==> config.mk <==
export PLATFORM = sky130hd
export DESIGN_NAME = hilo_muldiv_unit
export DESIGN_NICKNAME = d
export VERILOG_FILES = /design/src/rtl/muldiv_pkg.sv /design/src/rtl/muldiv_datapath.sv /design/src/rtl/hilo_muldiv_unit.sv
export SDC_FILE = /design/constraint.sdc
export NUM_CORES = 1
export LEC_CHECK = 0
export CAP_MARGIN = 20
export CORE_ASPECT_RATIO = 1.4
export CORE_MARGIN = 5
export CORE_UTILIZATION = 35
export DETAILED_ROUTE_END_ITERATION = 6
export HOLD_SLACK_MARGIN = 0.08
export PLACE_DENSITY = 0.59
export SETUP_SLACK_MARGIN = 0.05
export SLEW_MARGIN = 0
export SYNTH_ARGS = -nofsm -noshare
export SYNTH_HDL_FRONTEND = slang
export SYNTH_SLANG_ARGS = --single-unit
export TNS_END_PERCENT = 100
==> constraint.sdc <==
create_clock -name Clk -period 19.8 [get_ports Clk]
set_clock_uncertainty 0.15 [all_clocks]
set_input_delay 3.96 -clock Clk [delete_from_list [all_inputs] [get_ports Clk]]
set_output_delay 3.96 -clock Clk [all_outputs]
set_load 0.01 [all_outputs]
==> src/rtl/muldiv_pkg.sv <==
`default_nettype none
// +--------------------------------------------------------------------------+
// | Module      : muldiv_pkg                                                 |
// | Description : Shared op codes, FSM states and helpers for the iterative  |
// |               Hi/Lo multiply/divide unit.                                |
// | Revision    : 1.0  initial release                                       |
// +--------------------------------------------------------------------------+
package muldiv_pkg;

  // Operation codes as issued from ID/EX
  typedef enum logic [2:0] {
    OP_MULT  = 3'd0,
    OP_MULTU = 3'd1,
    OP_DIV   = 3'd2,
    OP_DIVU  = 3'd3,
    OP_MADD  = 3'd4,
    OP_MSUB  = 3'd5,
    OP_MTHI  = 3'd6,
    OP_MTLO  = 3'd7
  } muldiv_op_e;

  // Control states of the unit
  typedef enum logic [1:0] {
    ST_IDLE = 2'd0,
    ST_RUN  = 2'd1,
    ST_FIX  = 2'd2
  } muldiv_state_e;

  localparam int DEFAULT_ITER = 32;

  // Counter width able to hold the value ITER itself
  function automatic int iterWidth(input int iter);
    return $clog2(iter) + 1;
  endfunction

  localparam int ITER_W = iterWidth(DEFAULT_ITER);

  // Op codes the unit accepts; anything else is dropped at issue
  function automatic logic isKnownOp(input logic [2:0] op);
    logic known;
    known = 1'b0;
    case (op)
      OP_MULT, OP_MULTU, OP_DIV, OP_DIVU,
      OP_MADD, OP_MSUB, OP_MTHI, OP_MTLO: known = 1'b1;
      default:                            known = 1'b0;
    endcase
    return known;
  endfunction

  // Ops that treat A and B as two's-complement values
  function automatic logic isSignedOp(input muldiv_op_e op);
    return (op == OP_MULT) || (op == OP_DIV) || (op == OP_MADD) || (op == OP_MSUB);
  endfunction

  // Moves into Hi/Lo finish in the issue cycle
  function automatic logic isShortOp(input muldiv_op_e op);
    return (op == OP_MTHI) || (op == OP_MTLO);
  endfunction

endpackage
`default_nettype wire

==> src/rtl/muldiv_datapath.sv <==
`default_nettype none
// +--------------------------------------------------------------------------+
// | Module      : muldiv_datapath                                            |
// | Description : Shared accumulator / partial-remainder register with the   |
// |               radix-2 shift-add and restoring-divide steps, plus the     |
// |               final sign correction and Hi/Lo result formation.          |
// | Revision    : 1.0  initial release                                       |
// +--------------------------------------------------------------------------+
module muldiv_datapath
  import muldiv_pkg::*;
#(
  parameter int WIDTH = 32
) (
  input  logic             clk,
  input  logic             rst_n,
  input  logic             i_load,
  input  logic             i_step,
  input  muldiv_op_e       i_op,
  input  logic [WIDTH-1:0] i_a,
  input  logic [WIDTH-1:0] i_b,
  input  logic [WIDTH-1:0] i_hi,
  input  logic [WIDTH-1:0] i_lo,
  output logic [WIDTH-1:0] o_hiRes,
  output logic [WIDTH-1:0] o_loRes
);

  localparam int c_ACC_W = 2 * WIDTH + 1;

  // Upper WIDTH+1 bits: running sum (multiply) or partial remainder (divide).
  // Lower WIDTH bits: multiplier / dividend bits being shifted out, with
  // product low bits / quotient bits shifted in behind them.
  logic [c_ACC_W-1:0] r_acc;
  logic [WIDTH-1:0]   r_opB;
  muldiv_op_e         r_op;
  logic               r_negRes;
  logic               r_negRem;
  logic               r_divZero;

  logic               w_signed;
  logic [WIDTH-1:0]   w_magA;
  logic [WIDTH-1:0]   w_magB;
  logic               w_isDiv;
  logic [WIDTH:0]     w_mulSum;
  logic [c_ACC_W-1:0] w_mulNext;
  logic [WIDTH:0]     w_remShift;
  logic [WIDTH+1:0]   w_trial;
  logic               w_fits;
  logic [c_ACC_W-1:0] w_divNext;
  logic [2*WIDTH-1:0] w_prod;
  logic [2*WIDTH-1:0] w_sProd;
  logic [WIDTH-1:0]   w_quot;
  logic [WIDTH-1:0]   w_rem;
  logic [2*WIDTH-1:0] w_result;

  assign w_signed = isSignedOp(i_op);
  assign w_magA   = (w_signed && i_a[WIDTH-1]) ? -i_a : i_a;
  assign w_magB   = (w_signed && i_b[WIDTH-1]) ? -i_b : i_b;
  assign w_isDiv  = (r_op == OP_DIV) || (r_op == OP_DIVU);

  // Multiply step: add multiplicand when the current multiplier bit is set,
  // then shift the whole accumulator right by one.
  assign w_mulSum  = r_acc[c_ACC_W-1:WIDTH] + (r_acc[0] ? {1'b0, r_opB} : '0);
  assign w_mulNext = {1'b0, w_mulSum, r_acc[WIDTH-1:1]};

  // Restoring divide step: bring in the next dividend bit, keep the
  // subtraction only when it does not go negative.
  assign w_remShift = {r_acc[2*WIDTH-1:WIDTH], r_acc[WIDTH-1]};
  assign w_trial    = {1'b0, w_remShift} - {2'b0, r_opB};
  assign w_fits     = ~w_trial[WIDTH+1];
  assign w_divNext  = {(w_fits ? w_trial[WIDTH:0] : w_remShift), r_acc[WIDTH-2:0], w_fits};

  // Operand capture at issue and one iteration per step cycle
  always_ff @(posedge clk or negedge rst_n) begin
    if (!rst_n) begin
      r_acc     <= '0;
      r_opB     <= '0;
      r_op      <= OP_MULT;
      r_negRes  <= 1'b0;
      r_negRem  <= 1'b0;
      r_divZero <= 1'b0;
    end else if (i_load) begin
      // |A| serves both as multiplier and as dividend
      r_acc     <= {{(WIDTH+1){1'b0}}, w_magA};
      r_opB     <= w_magB;
      r_op      <= i_op;
      r_negRes  <= w_signed & (i_a[WIDTH-1] ^ i_b[WIDTH-1]);
      r_negRem  <= w_signed & i_a[WIDTH-1];
      r_divZero <= (i_b == '0);
    end else if (i_step) begin
      r_acc <= w_isDiv ? w_divNext : w_mulNext;
    end
  end

  assign w_prod  = r_acc[2*WIDTH-1:0];
  assign w_sProd = r_negRes ? -w_prod : w_prod;
  // With a zero divisor the remainder naturally collapses back to |A|,
  // so only the quotient needs forcing.
  assign w_quot  = r_divZero ? '1 : (r_negRes ? -r_acc[WIDTH-1:0] : r_acc[WIDTH-1:0]);
  assign w_rem   = r_negRem ? -r_acc[2*WIDTH-1:WIDTH] : r_acc[2*WIDTH-1:WIDTH];

  // Final {Hi,Lo} value presented during the fix-up cycle
  always_comb begin
    w_result = {i_hi, i_lo};
    case (r_op)
      OP_MULT, OP_MULTU: w_result = w_sProd;
      OP_DIV,  OP_DIVU:  w_result = {w_rem, w_quot};
      OP_MADD:           w_result = {i_hi, i_lo} + w_sProd;
      OP_MSUB:           w_result = {i_hi, i_lo} - w_sProd;
      default:           w_result = {i_hi, i_lo};
    endcase
  end

  assign o_hiRes = w_result[2*WIDTH-1:WIDTH];
  assign o_loRes = w_result[WIDTH-1:0];

endmodule
`default_nettype wire

==> src/rtl/hilo_muldiv_unit.sv <==
`default_nettype none
// +--------------------------------------------------------------------------+
// | Module      : hilo_muldiv_unit                                           |
// | Description : EX-stage iterative multiply/divide unit owning the Hi/Lo   |
// |               registers; stalls the pipeline while an op is in flight.   |
// | Revision    : 1.0  initial release                                       |
// +--------------------------------------------------------------------------+
module hilo_muldiv_unit
  import muldiv_pkg::*;
#(
  parameter int WIDTH = 32,
  parameter int ITER  = DEFAULT_ITER
) (
  input  logic             Clk,
  input  logic             Rst,
  input  logic             Start,
  input  logic [2:0]       Op,
  input  logic [WIDTH-1:0] A,
  input  logic [WIDTH-1:0] B,
  input  logic             Cancel,
  input  logic             HiLoRead,
  output logic             Busy,
  output logic             Done,
  output logic             Stall,
  output logic [WIDTH-1:0] HiOUT,
  output logic [WIDTH-1:0] LoOUT
);

  localparam int                 c_CNT_W = iterWidth(ITER);
  localparam logic [c_CNT_W-1:0] c_LAST  = c_CNT_W'(ITER - 1);

  muldiv_state_e      r_state;
  muldiv_state_e      w_nextState;
  logic [c_CNT_W-1:0] r_count;
  logic [WIDTH-1:0]   r_hi;
  logic [WIDTH-1:0]   r_lo;
  logic               r_done;

  muldiv_op_e         w_opEnum;
  logic               w_issue;
  logic               w_longIssue;
  logic               w_step;
  logic               w_write;
  logic [WIDTH-1:0]   w_hiRes;
  logic [WIDTH-1:0]   w_loRes;

  assign w_opEnum    = muldiv_op_e'(Op);
  assign w_issue     = (r_state == ST_IDLE) & Start & ~Cancel & isKnownOp(Op);
  assign w_longIssue = w_issue & ~isShortOp(w_opEnum);

  // State register
  always_ff @(posedge Clk or negedge Rst) begin
    if (!Rst) begin
      r_state <= ST_IDLE;
    end else begin
      r_state <= w_nextState;
    end
  end

  // Next state and per-cycle datapath controls; Cancel wins in every busy state
  always_comb begin
    w_nextState = r_state;
    w_step      = 1'b0;
    w_write     = 1'b0;
    case (r_state)
      ST_IDLE: begin
        if (w_longIssue) begin
          w_nextState = ST_RUN;
        end
      end
      ST_RUN: begin
        if (Cancel) begin
          w_nextState = ST_IDLE;
        end else begin
          w_step = 1'b1;
          if (r_count == c_LAST) begin
            w_nextState = ST_FIX;
          end
        end
      end
      ST_FIX: begin
        w_nextState = ST_IDLE;
        w_write     = ~Cancel;
      end
      default: begin
        w_nextState = ST_IDLE;
      end
    endcase
  end

  // Iteration counter, cleared whenever no step is taken
  always_ff @(posedge Clk or negedge Rst) begin
    if (!Rst) begin
      r_count <= '0;
    end else if (w_step) begin
      r_count <= r_count + 1'b1;
    end else begin
      r_count <= '0;
    end
  end

  // Architectural Hi/Lo: full result at fix-up, direct moves at issue
  always_ff @(posedge Clk or negedge Rst) begin
    if (!Rst) begin
      r_hi <= '0;
      r_lo <= '0;
    end else if (w_write) begin
      r_hi <= w_hiRes;
      r_lo <= w_loRes;
    end else if (w_issue && (w_opEnum == OP_MTHI)) begin
      r_hi <= A;
    end else if (w_issue && (w_opEnum == OP_MTLO)) begin
      r_lo <= A;
    end
  end

  // Completion pulse aligned with the Hi/Lo update
  always_ff @(posedge Clk or negedge Rst) begin
    if (!Rst) begin
      r_done <= 1'b0;
    end else begin
      r_done <= w_write;
    end
  end

  muldiv_datapath #(
    .WIDTH (WIDTH)
  ) u_datapath (
    .clk     (Clk),
    .rst_n   (Rst),
    .i_load  (w_longIssue),
    .i_step  (w_step),
    .i_op    (w_opEnum),
    .i_a     (A),
    .i_b     (B),
    .i_hi    (r_hi),
    .i_lo    (r_lo),
    .o_hiRes (w_hiRes),
    .o_loRes (w_loRes)
  );

  assign Busy  = (r_state != ST_IDLE);
  assign Done  = r_done;
  assign Stall = Busy & (HiLoRead | Start);
  assign HiOUT = r_hi;
  assign LoOUT = r_lo;

endmodule
`default_nettype wire

==> qor.csv, run 1 <==
stage,metric,value,unit
sta,Least-Margin Pin Slew,1.08,ns
cells_and_area,fillcell total,6487,
cells_and_area,"commonest non-fill, non-tap cells in the layout","nand2_1, o21ai_0, nor2_1, a21oi_1, dfrtp_1",
cts,Clock Sinks,176,
detailed_routing,DRT antenna net count,0,
synthesis,Yosys warning count,0,
synthesis,ys async rst share,100,%
placed_design,I/O Buffers,138,
die,DIE HEIGHT,304,µm
synthesis,Mapped Area,21600,µm²
cells_and_area,"Area growth, synth to finish",11.5,%
cells_and_area,Antenna Cells,0,
die,# rows,107,
die,IO Pins,139,
cts,Clock Root Buffer,clkbuf_16,
synthesis,number of synthesized flops with an enable pin,0,
run,MaxCap Viol Count,0,
detailed_routing,first-iteration detailed-routing DRC count,2106,
sta,RSZ-0062 raised after global routing,no,
grt,first-pass GRT wire length,128000,µm
cts,Clock Tree Buf Depth,2,
sta,minimum clock period,9.22,ns
detailed_routing,final WL,84000,µm
grt,GRT Max-Usage Layer,met2,
cells_and_area,nets@finish,3157,
grt,GR Util met2,39.7,%
cts,H-tree levels,4,
die,die footprint,66800,µm²
pwr,static leakage,9.86,nW
setup_path,crit path max fanout,2,
setup_path,WP data arrival,5.11,ns
grt,total grt overflow,0,
cts,CTS resizes,0,
setup_path,"Req. time, crit path",15.69,ns
detailed_routing,routed vias/inst,5.90,
synthesis,syn nets,3178,
cts,CTS tree,done,
synthesis,"Primary FF master, synth",dfrtp_1,
grt,pin count of the biggest net entering global routing,91,
sta,period utilization,46.5,%
min_path,Hold Path Class,reg -> reg,
detailed_routing,via count,22300,
cells_and_area,"most common cell after layout, fill and taps aside",nand2_1,
detailed_routing,# DRC,0,
run_status,status,finished clean,
die,Initial Util,35.4,%
cts,Worst-Skew Late Latency,0.50,ns
sta,final hold violation count,0,
synthesis,Seq cells post-synth,176,
detailed_routing,WL/cell,22.2,µm
setup_path,crit path launch type,input port,
grt,initial antenna violation count,0,
sta,Finish-stage setup viols,0,
grt,met1 Use GR,31.5,%
placed_design,Post-DP Area,23500,µm²
sta,Setup TNS,0,ns
cells_and_area,layout cells sized above 1,4.32,%
cts,Clock Pin Slew Worst Setup and Hold Paths,0.07,ns
setup_path,Crit Path Class,in -> out,
die,area of the core,61000,µm²
grt,GR met3 Demand/Resource,2.89,%
synthesis,post-synthesis sequential area ratio,20.4,%
setup_path,Critical Path End Type,output port,
detailed_routing,drt pass-1 iters,6,
placed_design,GP Congestion,1.00,
sta,max_slew headroom,28.1,%
placed_design,DP Wirelength,64600,µm
die,width of the chip,220,µm
cts,postcts setup bufs,0,
synthesis,distinct cell type count after synthesis,90,
cts,hold buffers post-CTS,0,
cells_and_area,post-route cell area,24100,µm²
grt,number of global-route vias before repair,21500,
sta,"Slew Viols, Final",0,
pwr,VDD IR max,0.0000808,V
sta,fmax,108,MHz
pwr,PD cells,169,nW/µm²
synthesis,Post-Syn Instances,2971,
synthesis,Synth Area per Inst,7.27,µm²
cts,CTS Buf Count,17,
grt,All-Layer GR Usage,24.5,%
==> stage by stage <==
stage / hold slack [ns] / std cells / setup slack [ns] / util (%) / total power, mW
finish: 0.330 / 3780 / 10.58 / 39.4 / 4.06
global route: 0.359 / 3780 / 10.53 / 39.4 / 4.40
CTS: 0.338 / 3780 / 10.57 / 39.4 / 4.02
detailed placement: 0.322 / 3748 / 10.57 / 38.4 / 3.63
global placement: 0.310 / 3748 / 10.59 / 38.4 / 3.64
floorplan: 0.297 / 2971 / 11.53 / - / 2.84
==> where the power goes <==
part           total [mW]  internal [mW]  switching [mW]
combinational        2.98           1.19            1.79
clock               0.372          0.184           0.188
sequential          0.708          0.461           0.247
total                4.06           1.83            2.23
==> critical path: stages <==
cell and delay [ns]:
clkdlybuf4s50_1 0.49, o21a_1 0.13, clkdlybuf4s50_1 0.53
==> cells in the mapped netlist, drive strengths merged, types with 7 or more instances <==
master | n | area (µm²)
o221ai | 9 | 78.8
or3 | 35 | 229
a31oi | 43 | 269
dfrtp | 176 | 4400
nand4 | 44 | 282
or4 | 29 | 225
o21bai | 17 | 128
and2 | 15 | 93.8
o31ai | 36 | 284
o21a | 21 | 158
xor2 | 149 | 1310
nor4 | 29 | 245
buf | 23 | 118
mux2i | 31 | 310
o41ai | 20 | 201
o22ai | 27 | 169
a211oi | 30 | 225
nor3 | 69 | 345
ha | 132 | 1650
a221o | 8 | 80.1
a21boi | 7 | 52.6
a221oi | 13 | 114
clkbuf | 190 | 713
nor2 | 262 | 991
nand2 | 332 | 1250
a22oi | 24 | 180
a2111oi | 7 | 61.3
nand2b | 31 | 194
o211ai | 48 | 360
nor2b | 27 | 169
o21ai | 269 | 1350
or2 | 14 | 87.6
nand3 | 91 | 460
a21o | 71 | 533
inv | 86 | 323
a31o | 8 | 70.1
and3 | 22 | 138
a21oi | 246 | 1230
o2111ai | 8 | 70.1
xnor2 | 173 | 1520
==> final timing paths <==
path	slack, ns	from	to	depth (start not counted)
worst max-delay path	10.58	Start	Stall	3
worst min-delay path	0.33	u_datapath.r_opB[7]	u_datapath.r_opB[7]	2
worst max register to register	11.89	u_datapath.r_acc[0]	HiOUT[30]	25
worst min register to register	0.33	u_datapath.r_opB[7]	u_datapath.r_opB[7]	2
max in group asynchronous	14.84	Rst	u_datapath.r_negRes	2
min in group asynchronous	3.29	Rst	r_count[3]	1
==> routing by layer <==
layer  part of all wire, %  vias up  routed length (µm)
li1                      -    10800                   -
met1                    42    10500               35000
met2                    46      835               38800
met3                   6.0      175                5080
met4                   6.0        0                5040
met5                     0        -                   0
==> sequential cells by signal (all words and copies together) (netlist names) <==
name                  flops
HiOUT                    32
u_datapath.r_negRem       1
Done                      1
r_state                   2
u_datapath.r_acc         65
u_datapath.r_opB         32
u_datapath.r_op           3
u_datapath.r_negRes       1
u_datapath.r_divZero      1
r_count                   6
LoOUT                    32
==> cell families (layout without fill, tap and decap cells) <==
group	after synthesis	count (layout)	share of synthesized area [%]
adders and majority gates	135	135	7.93
muxes	35	35	1.65
buffers and inverters	300	292	5.36
xor gates and xnor gates	322	322	13.1
and+or+nand+nor	1033	1033	23.1
DFF	176	176	20.4
AOI/OAI and AO/OA	970	970	28.5
==> area by class of cell <==
| class | count | area (µm²) | area share [%] |
|---|---|---|---|
| repair buffers | 173 | 1650 | 6.85 |
| clock inverters | 14 | 160 | 0.665 |
| well taps | 817 | 1020 | 4.25 |
| clock buffers | 18 | 439 | 1.82 |
| flip-flops and latches | 176 | 4410 | 18.3 |
| multi-input cells | 2495 | 16100 | 66.8 |
| inverters | 87 | 327 | 1.36 |
Note: power is estimated with default switching activity, not from simulation.
==> run 2: changes to the inputs <==
Clock period 19.8 ns to 9 ns, I/O delays scaled along.
==> run 2 against run 1 <==
  * Sequential power rose by 120%
  * Sequential cell count did not move
  * Worst hold slack improved by 0.0034 ns
  * Global-route usage rose by 0.46 points
==> qor.csv, run 2 (synthesis results as in run 1) <==
stage,metric,value,unit
min_path,hold path cells,2,
die,DIE HEIGHT,304,µm
grt,number of global-route vias before repair,21800,
setup_path,crit path launch type,register,
setup_path,r2r worst-path depth,23,
cells_and_area,max reg flops,65,
pwr,clock share of power,9.2,%
cells_and_area,"Area growth, synth to finish",11.7,%
pwr,sequential power share,17.3,%
cells_and_area,nets@finish,3160,
placed_design,GP Congestion,0.981,
detailed_routing,via count,22600,
grt,initial antenna violation count,0,
pwr,PD cells,374,nW/µm²
placed_design,I/O Buffers,138,
die,area of the core,61000,µm²
detailed_routing,final WL,86000,µm
sta,Least-Margin Pin Slew,1.09,ns
setup_path,crit path max fanout,11,
sta,final hold violation count,0,
die,# rows,107,
setup_path,"Req. time, crit path",9.21,ns
placed_design,Place WS,1.35,ns
die,width of the chip,220,µm
run_status,status,finished clean,
placed_design,DP Wirelength,66200,µm
cts,Clock Pin Slew Worst Setup and Hold Paths,0.09,ns
cts,postcts setup bufs,0,
setup_path,CP cell instances,inv_1 -> ha_1 -> nor2b_1 -> a31oi_1 -> xnor2_1 -> and4_1 -> nand4b_1 -> or3b_1 -> nor4_4 -> a21oi_1 -> xor2_1 -> ha_1 -> a21o_1 -> a21o_1 -> a211o_1 -> a311oi_1 -> o21ai_0 -> a22oi_1 -> a2111oi_0 -> o21a_1 -> or4b_2 -> a21oi_1 -> o221ai_1,
cts,hold buffers post-CTS,0,
sta,"Slew Viols, Final",0,
sta,Setup TNS,0,ns
cts,Clock Root Buffer,clkbuf_16,
run,MaxCap Viol Count,0,
sta,minimum clock period,7.78,ns
detailed_routing,routed vias/inst,5.97,
setup_path,CP Buf/Inv Count,1,
sta,max_slew headroom,26.9,%
setup_path,WP depth,23,
sta,period utilization,86.5,%
sta,worst setup margin,1.22,ns
die,die footprint,66800,µm²
pwr,VDD IR max,0.000143,V
die,Initial Util,35.4,%
cts,Clock Tree Buf Depth,2,
setup_path,WP data arrival,7.99,ns
cells_and_area,Antenna Cells,0,
detailed_routing,first-iteration detailed-routing DRC count,1935,
setup_path,CP peak stage delay,0.75,ns
cts,H-tree levels,4,
detailed_routing,drt pass-1 iters,6,
grt,All-Layer GR Usage,24.9,%
cells_and_area,"most common cell after layout, fill and taps aside",nand2_1,
setup_path,Critical Path End Type,register,
min_path,Hold Path Class,reg -> reg,
detailed_routing,# DRC,0,
grt,total grt overflow,0,
cts,Worst-Skew Late Latency,0.49,ns
cts,CTS resizes,0,
pwr,Internal Power,4.01,mW
setup_path,slowest CP cell,nor2b_1,
cells_and_area,"commonest non-fill, non-tap cells in the layout","nand2_1, o21ai_0, nor2_1, a21oi_1, dfrtp_1",
pwr,Switch Pwr,5.00,mW
sta,RSZ-0062 raised after global routing,no,
setup_path,kind of cell adding the most delay to the critical path,simple AND/OR/NAND/NOR gates,
sta,fmax,129,MHz
die,IO Pins,139,
grt,first-pass GRT wire length,131000,µm
cells_and_area,Biggest register,u_datapath.r_acc,
cts,Clock Sinks,176,
pwr,Power Total,9.02,mW
pwr,Logic pwr share,73.5,%
cells_and_area,fillcell total,6506,
grt,pin count of the biggest net entering global routing,73,
pwr,static leakage,9.89,nW
cts,CTS tree,done,
pwr,switching share of power,55.5,%
detailed_routing,WL/cell,22.7,µm
sta,Finish-stage setup viols,0,
detailed_routing,DRT antenna net count,0,
cells_and_area,layout cells sized above 1,4.42,%
cts,CTS Buf Count,17,
setup_path,Crit Path Class,reg -> reg,
-- run 2: final cells by class --
| type | instances | area [µm²] | share of cell area [%] |
|---|---|---|---|
| Clock inverter | 15 | 204 | 0.845 |
| Clock buffer | 17 | 425 | 1.76 |
| Multi-Input combinational cell | 2495 | 16100 | 66.6 |
| Inverter | 87 | 327 | 1.35 |
| Tap cell | 817 | 1020 | 4.24 |
| Timing Repair Buffer | 176 | 1670 | 6.92 |
| Sequential cell | 176 | 4410 | 18.3 |
-- run 2: tightest hold or removal path: stages, from the launching register on --
cell     delay (ns)
dfrtp_1        0.35
nand2_1        0.04
o21ai_0        0.06
-- run 2: through the flow --
| stage | instance area (µm²) | instances | hold slack [ns] | util, % |
|---|---|---|---|---|
| finish | 24100 | 3783 | 0.333 | 39.5 |
| detailed placement | 23500 | 3751 | 0.320 | 38.5 |
| floorplan | 21600 | 2971 | 0.297 | - |
| CTS | 24100 | 3783 | 0.340 | 39.5 |
| global route | 24100 | 3783 | 0.358 | 39.5 |
| global placement | 23500 | 3751 | 0.311 | 38.5 |
-- run 2: final timing paths --
kind	startpoint	end	slack, ns
min	u_datapath.r_opB[2]	u_datapath.r_opB[2]	0.33
max reg2reg	u_datapath.r_acc[0]	HiOUT[30]	1.22
min reg2reg	u_datapath.r_opB[2]	u_datapath.r_opB[2]	0.33
max in group asynchronous	Rst	u_datapath.r_opB[24]	6.26
max	u_datapath.r_acc[0]	HiOUT[30]	1.22
min in group asynchronous	Rst	u_datapath.r_acc[9]	1.15
-- run 2: metal layers --
layer	GRT usage (%)	up-vias	share of wire (%)	wire length [µm]
met5	0	-	0	0
met4	13.2	0	5.8	4970
met3	3.06	179	6.3	5400
met2	41.1	863	47	40300
met1	31.7	10800	41	35300
li1	-	10800	-	-
-- run 2: power groups by stage --
stage               Combinational [mW]  Sequential, mW  Clock [mW]
global route                      7.26            1.59       0.874
global placement                  6.54            1.55           0
finish                            6.63            1.56       0.829
CTS                               6.53            1.54       0.843
floorplan                         5.01            1.23           0
detailed placement                6.49            1.55           0
==> run 3: changes to the inputs <==
Settings changed: CORE_MARGIN 5 to unset.
==> run 3 against run 2 <==
  * Via count is 0.60% lower
  * Critical path depth stayed put
  * Non-clock buffer count is 2 higher
  * Setup slack better by 0.078 ns
  * Sequential share of layout area hardly changed
  * Clock power is 4.3% lower
  * Worst hold slack worse by 0.0011 ns
  * Register-to-register slack better by 0.08 ns
  * Cell area is 0.13% lower
  * Power is 0.31% lower
==> qor.csv, run 3 (synthesis results as in run 1) <==
stage,metric,value,unit
grt,first-pass GRT wire length,130000,µm
pwr,PD cells,373,nW/µm²
cells_and_area,"commonest non-fill, non-tap cells in the layout","nand2_1, o21ai_0, nor2_1, a21oi_1, dfrtp_1",
cells_and_area,Multi-input gate area,16100,µm²
setup_path,WP data arrival,7.92,ns
placed_design,GP Congestion,0.979,
cts,postcts setup bufs,0,
setup_path,Critical Path End Type,register,
sta,minimum clock period,7.70,ns
cells_and_area,sequential cell area,4410,µm²
setup_path,slowest CP cell,nor2b_1,
die,DIE HEIGHT,296,µm
cts,Clock Sinks,176,
cts,Worst-Skew Late Latency,0.50,ns
pwr,static leakage,9.87,nW
sta,period utilization,85.6,%
detailed_routing,first-iteration detailed-routing DRC count,1908,
setup_path,Crit Path Class,reg -> reg,
cells_and_area,"Area growth, synth to finish",11.6,%
detailed_routing,via count,22400,
cells_and_area,Biggest register,u_datapath.r_acc,
pwr,VDD IR max,0.000176,V
setup_path,CP peak stage delay,0.75,ns
cts,Clock Tree Buf Depth,2,
cts,Clock Root Buffer,clkbuf_16,
placed_design,Placed Instances,3753,
cts,CTS Buf Count,17,
cells_and_area,"most common cell after layout, fill and taps aside",nand2_1,
cells_and_area,nets@finish,3162,
min_path,Hold Path Class,reg -> reg,
sta,max_slew headroom,34.1,%
cells_and_area,layout cells sized above 1,4.48,%
run,MaxCap Viol Count,0,
grt,All-Layer GR Usage,27.3,%
setup_path,CP cell instances,inv_1 -> ha_1 -> nor2b_1 -> a31oi_1 -> xnor2_1 -> and4_1 -> nand4b_1 -> or3b_1 -> nor4_4 -> a21oi_1 -> xor2_1 -> ha_1 -> a21o_1 -> a21o_1 -> a211o_1 -> a311oi_1 -> o21ai_0 -> a22oi_1 -> a2111oi_0 -> o21a_1 -> or4b_2 -> a21oi_1 -> o221ai_1,
die,width of the chip,212,µm
cts,H-tree levels,4,
grt,number of global-route vias before repair,21400,
detailed_routing,WL/cell,22.6,µm
run_status,status,finished clean,
pwr,Power Total,8.99,mW
detailed_routing,DRT antenna net count,0,
setup_path,crit path launch type,register,
detailed_routing,# DRC,0,
grt,initial antenna violation count,1,
setup_path,"Req. time, crit path",9.21,ns
cells_and_area,fillcell total,6448,
sta,fmax,130,MHz
setup_path,crit path max fanout,11,
die,# rows,107,
placed_design,DP Wirelength,66000,µm
die,area of the core,60900,µm²
min_path,hold path cells,2,
sta,final hold violation count,0,
detailed_routing,routed vias/inst,5.93,
die,IO Pins,139,
grt,total grt overflow,0,
cts,CTS tree,done,
cells_and_area,max reg flops,65,
detailed_routing,final WL,85600,µm
cts,CTS resizes,0,
grt,pin count of the biggest net entering global routing,87,
die,die footprint,62700,µm²
sta,"Slew Viols, Final",0,
sta,RSZ-0062 raised after global routing,no,
detailed_routing,drt pass-1 iters,7,
cells_and_area,fin cells,3786,
cts,hold buffers post-CTS,0,
sta,Finish-stage setup viols,0,
setup_path,r2r worst-path depth,23,
sta,worst hold slack,0.332,ns
cts,Clock Pin Slew Worst Setup and Hold Paths,0.08,ns
sta,Least-Margin Pin Slew,0.986,ns
sta,Setup TNS,0,ns
die,Initial Util,35.4,%
placed_design,I/O Buffers,138,
-- run 3: cell types whose count changed in the layout (fill, tap and decap cells not counted) --
cell	change
clkinv_4	+1
buf_4	+2
inv_6	+3
clkinv_8	-6
clkbuf_8	+1
clkinvlp_4	+2
inv_12	-1
diode_2	+1
-- run 3: power breakdown --
group	total (mW)	switching [mW]	internal, mW
Clock	0.793	0.416	0.377
Combinational	6.65	4.04	2.61
Sequential	1.54	0.529	1.02
-- run 3: path summary, 6_finish.rpt --
check / startpoint / endpoint / slack (ns)
max in group asynchronous: Rst / HiOUT[12] / 6.30
setup reg to reg: u_datapath.r_acc[0] / HiOUT[30] / 1.30
min in group asynchronous: Rst / LoOUT[1] / 1.20
hold / removal: u_datapath.r_opB[6] / u_datapath.r_opB[6] / 0.33
setup / recovery: u_datapath.r_acc[0] / HiOUT[30] / 1.30
hold reg to reg: u_datapath.r_opB[6] / u_datapath.r_opB[6] / 0.33
-- run 3: cell type report --
class / count / share of cell area, %
Sequential cell: 176 / 18.3
Multi-Input combinational cell: 2495 / 66.7
Timing Repair Buffer: 178 / 7.00
Clock buffer: 18 / 1.82
Tap cell: 817 / 4.24
Inverter: 87 / 1.36
Clock inverter: 14 / 0.582
Antenna cell: 1 / 0.0104
-- run 3: metal layers --
layer / wire (µm) / part of all wire [%] / vias to the layer above / track usage (%)
met2: 40200 / 47 / 856 / 45.5
met4: 4810 / 5.6 / 2 / 15.3
met1: 35500 / 41 / 10700 / 33.9
met5: 17 / 0.020 / - / 0
li1: - / - / 10800 / -
met3: 5110 / 6.0 / 172 / 3.24
-- run 3: critical path, delay by kind of cell, from the launching register on --
family	cells	cell delay, ns
simple gates	6	2.87
compound gates	12	2.61
fa+ha+maj	2	0.71
xor+xnor	2	0.65
flops	1	0.47
buf+inv	1	0.12
-- run 3: metrics by stage --
step | setup WS, ns | area [µm²] | utilization (%)
after CTS | 1.38 | 24100 | 39.5
after global placement | 1.49 | 23500 | 38.6
after global routing | 0.816 | 24100 | 39.5
after detailed placement | 1.40 | 23500 | 38.6
final | 1.30 | 24100 | 39.6
after floorplan | 2.12 | 21600 | -
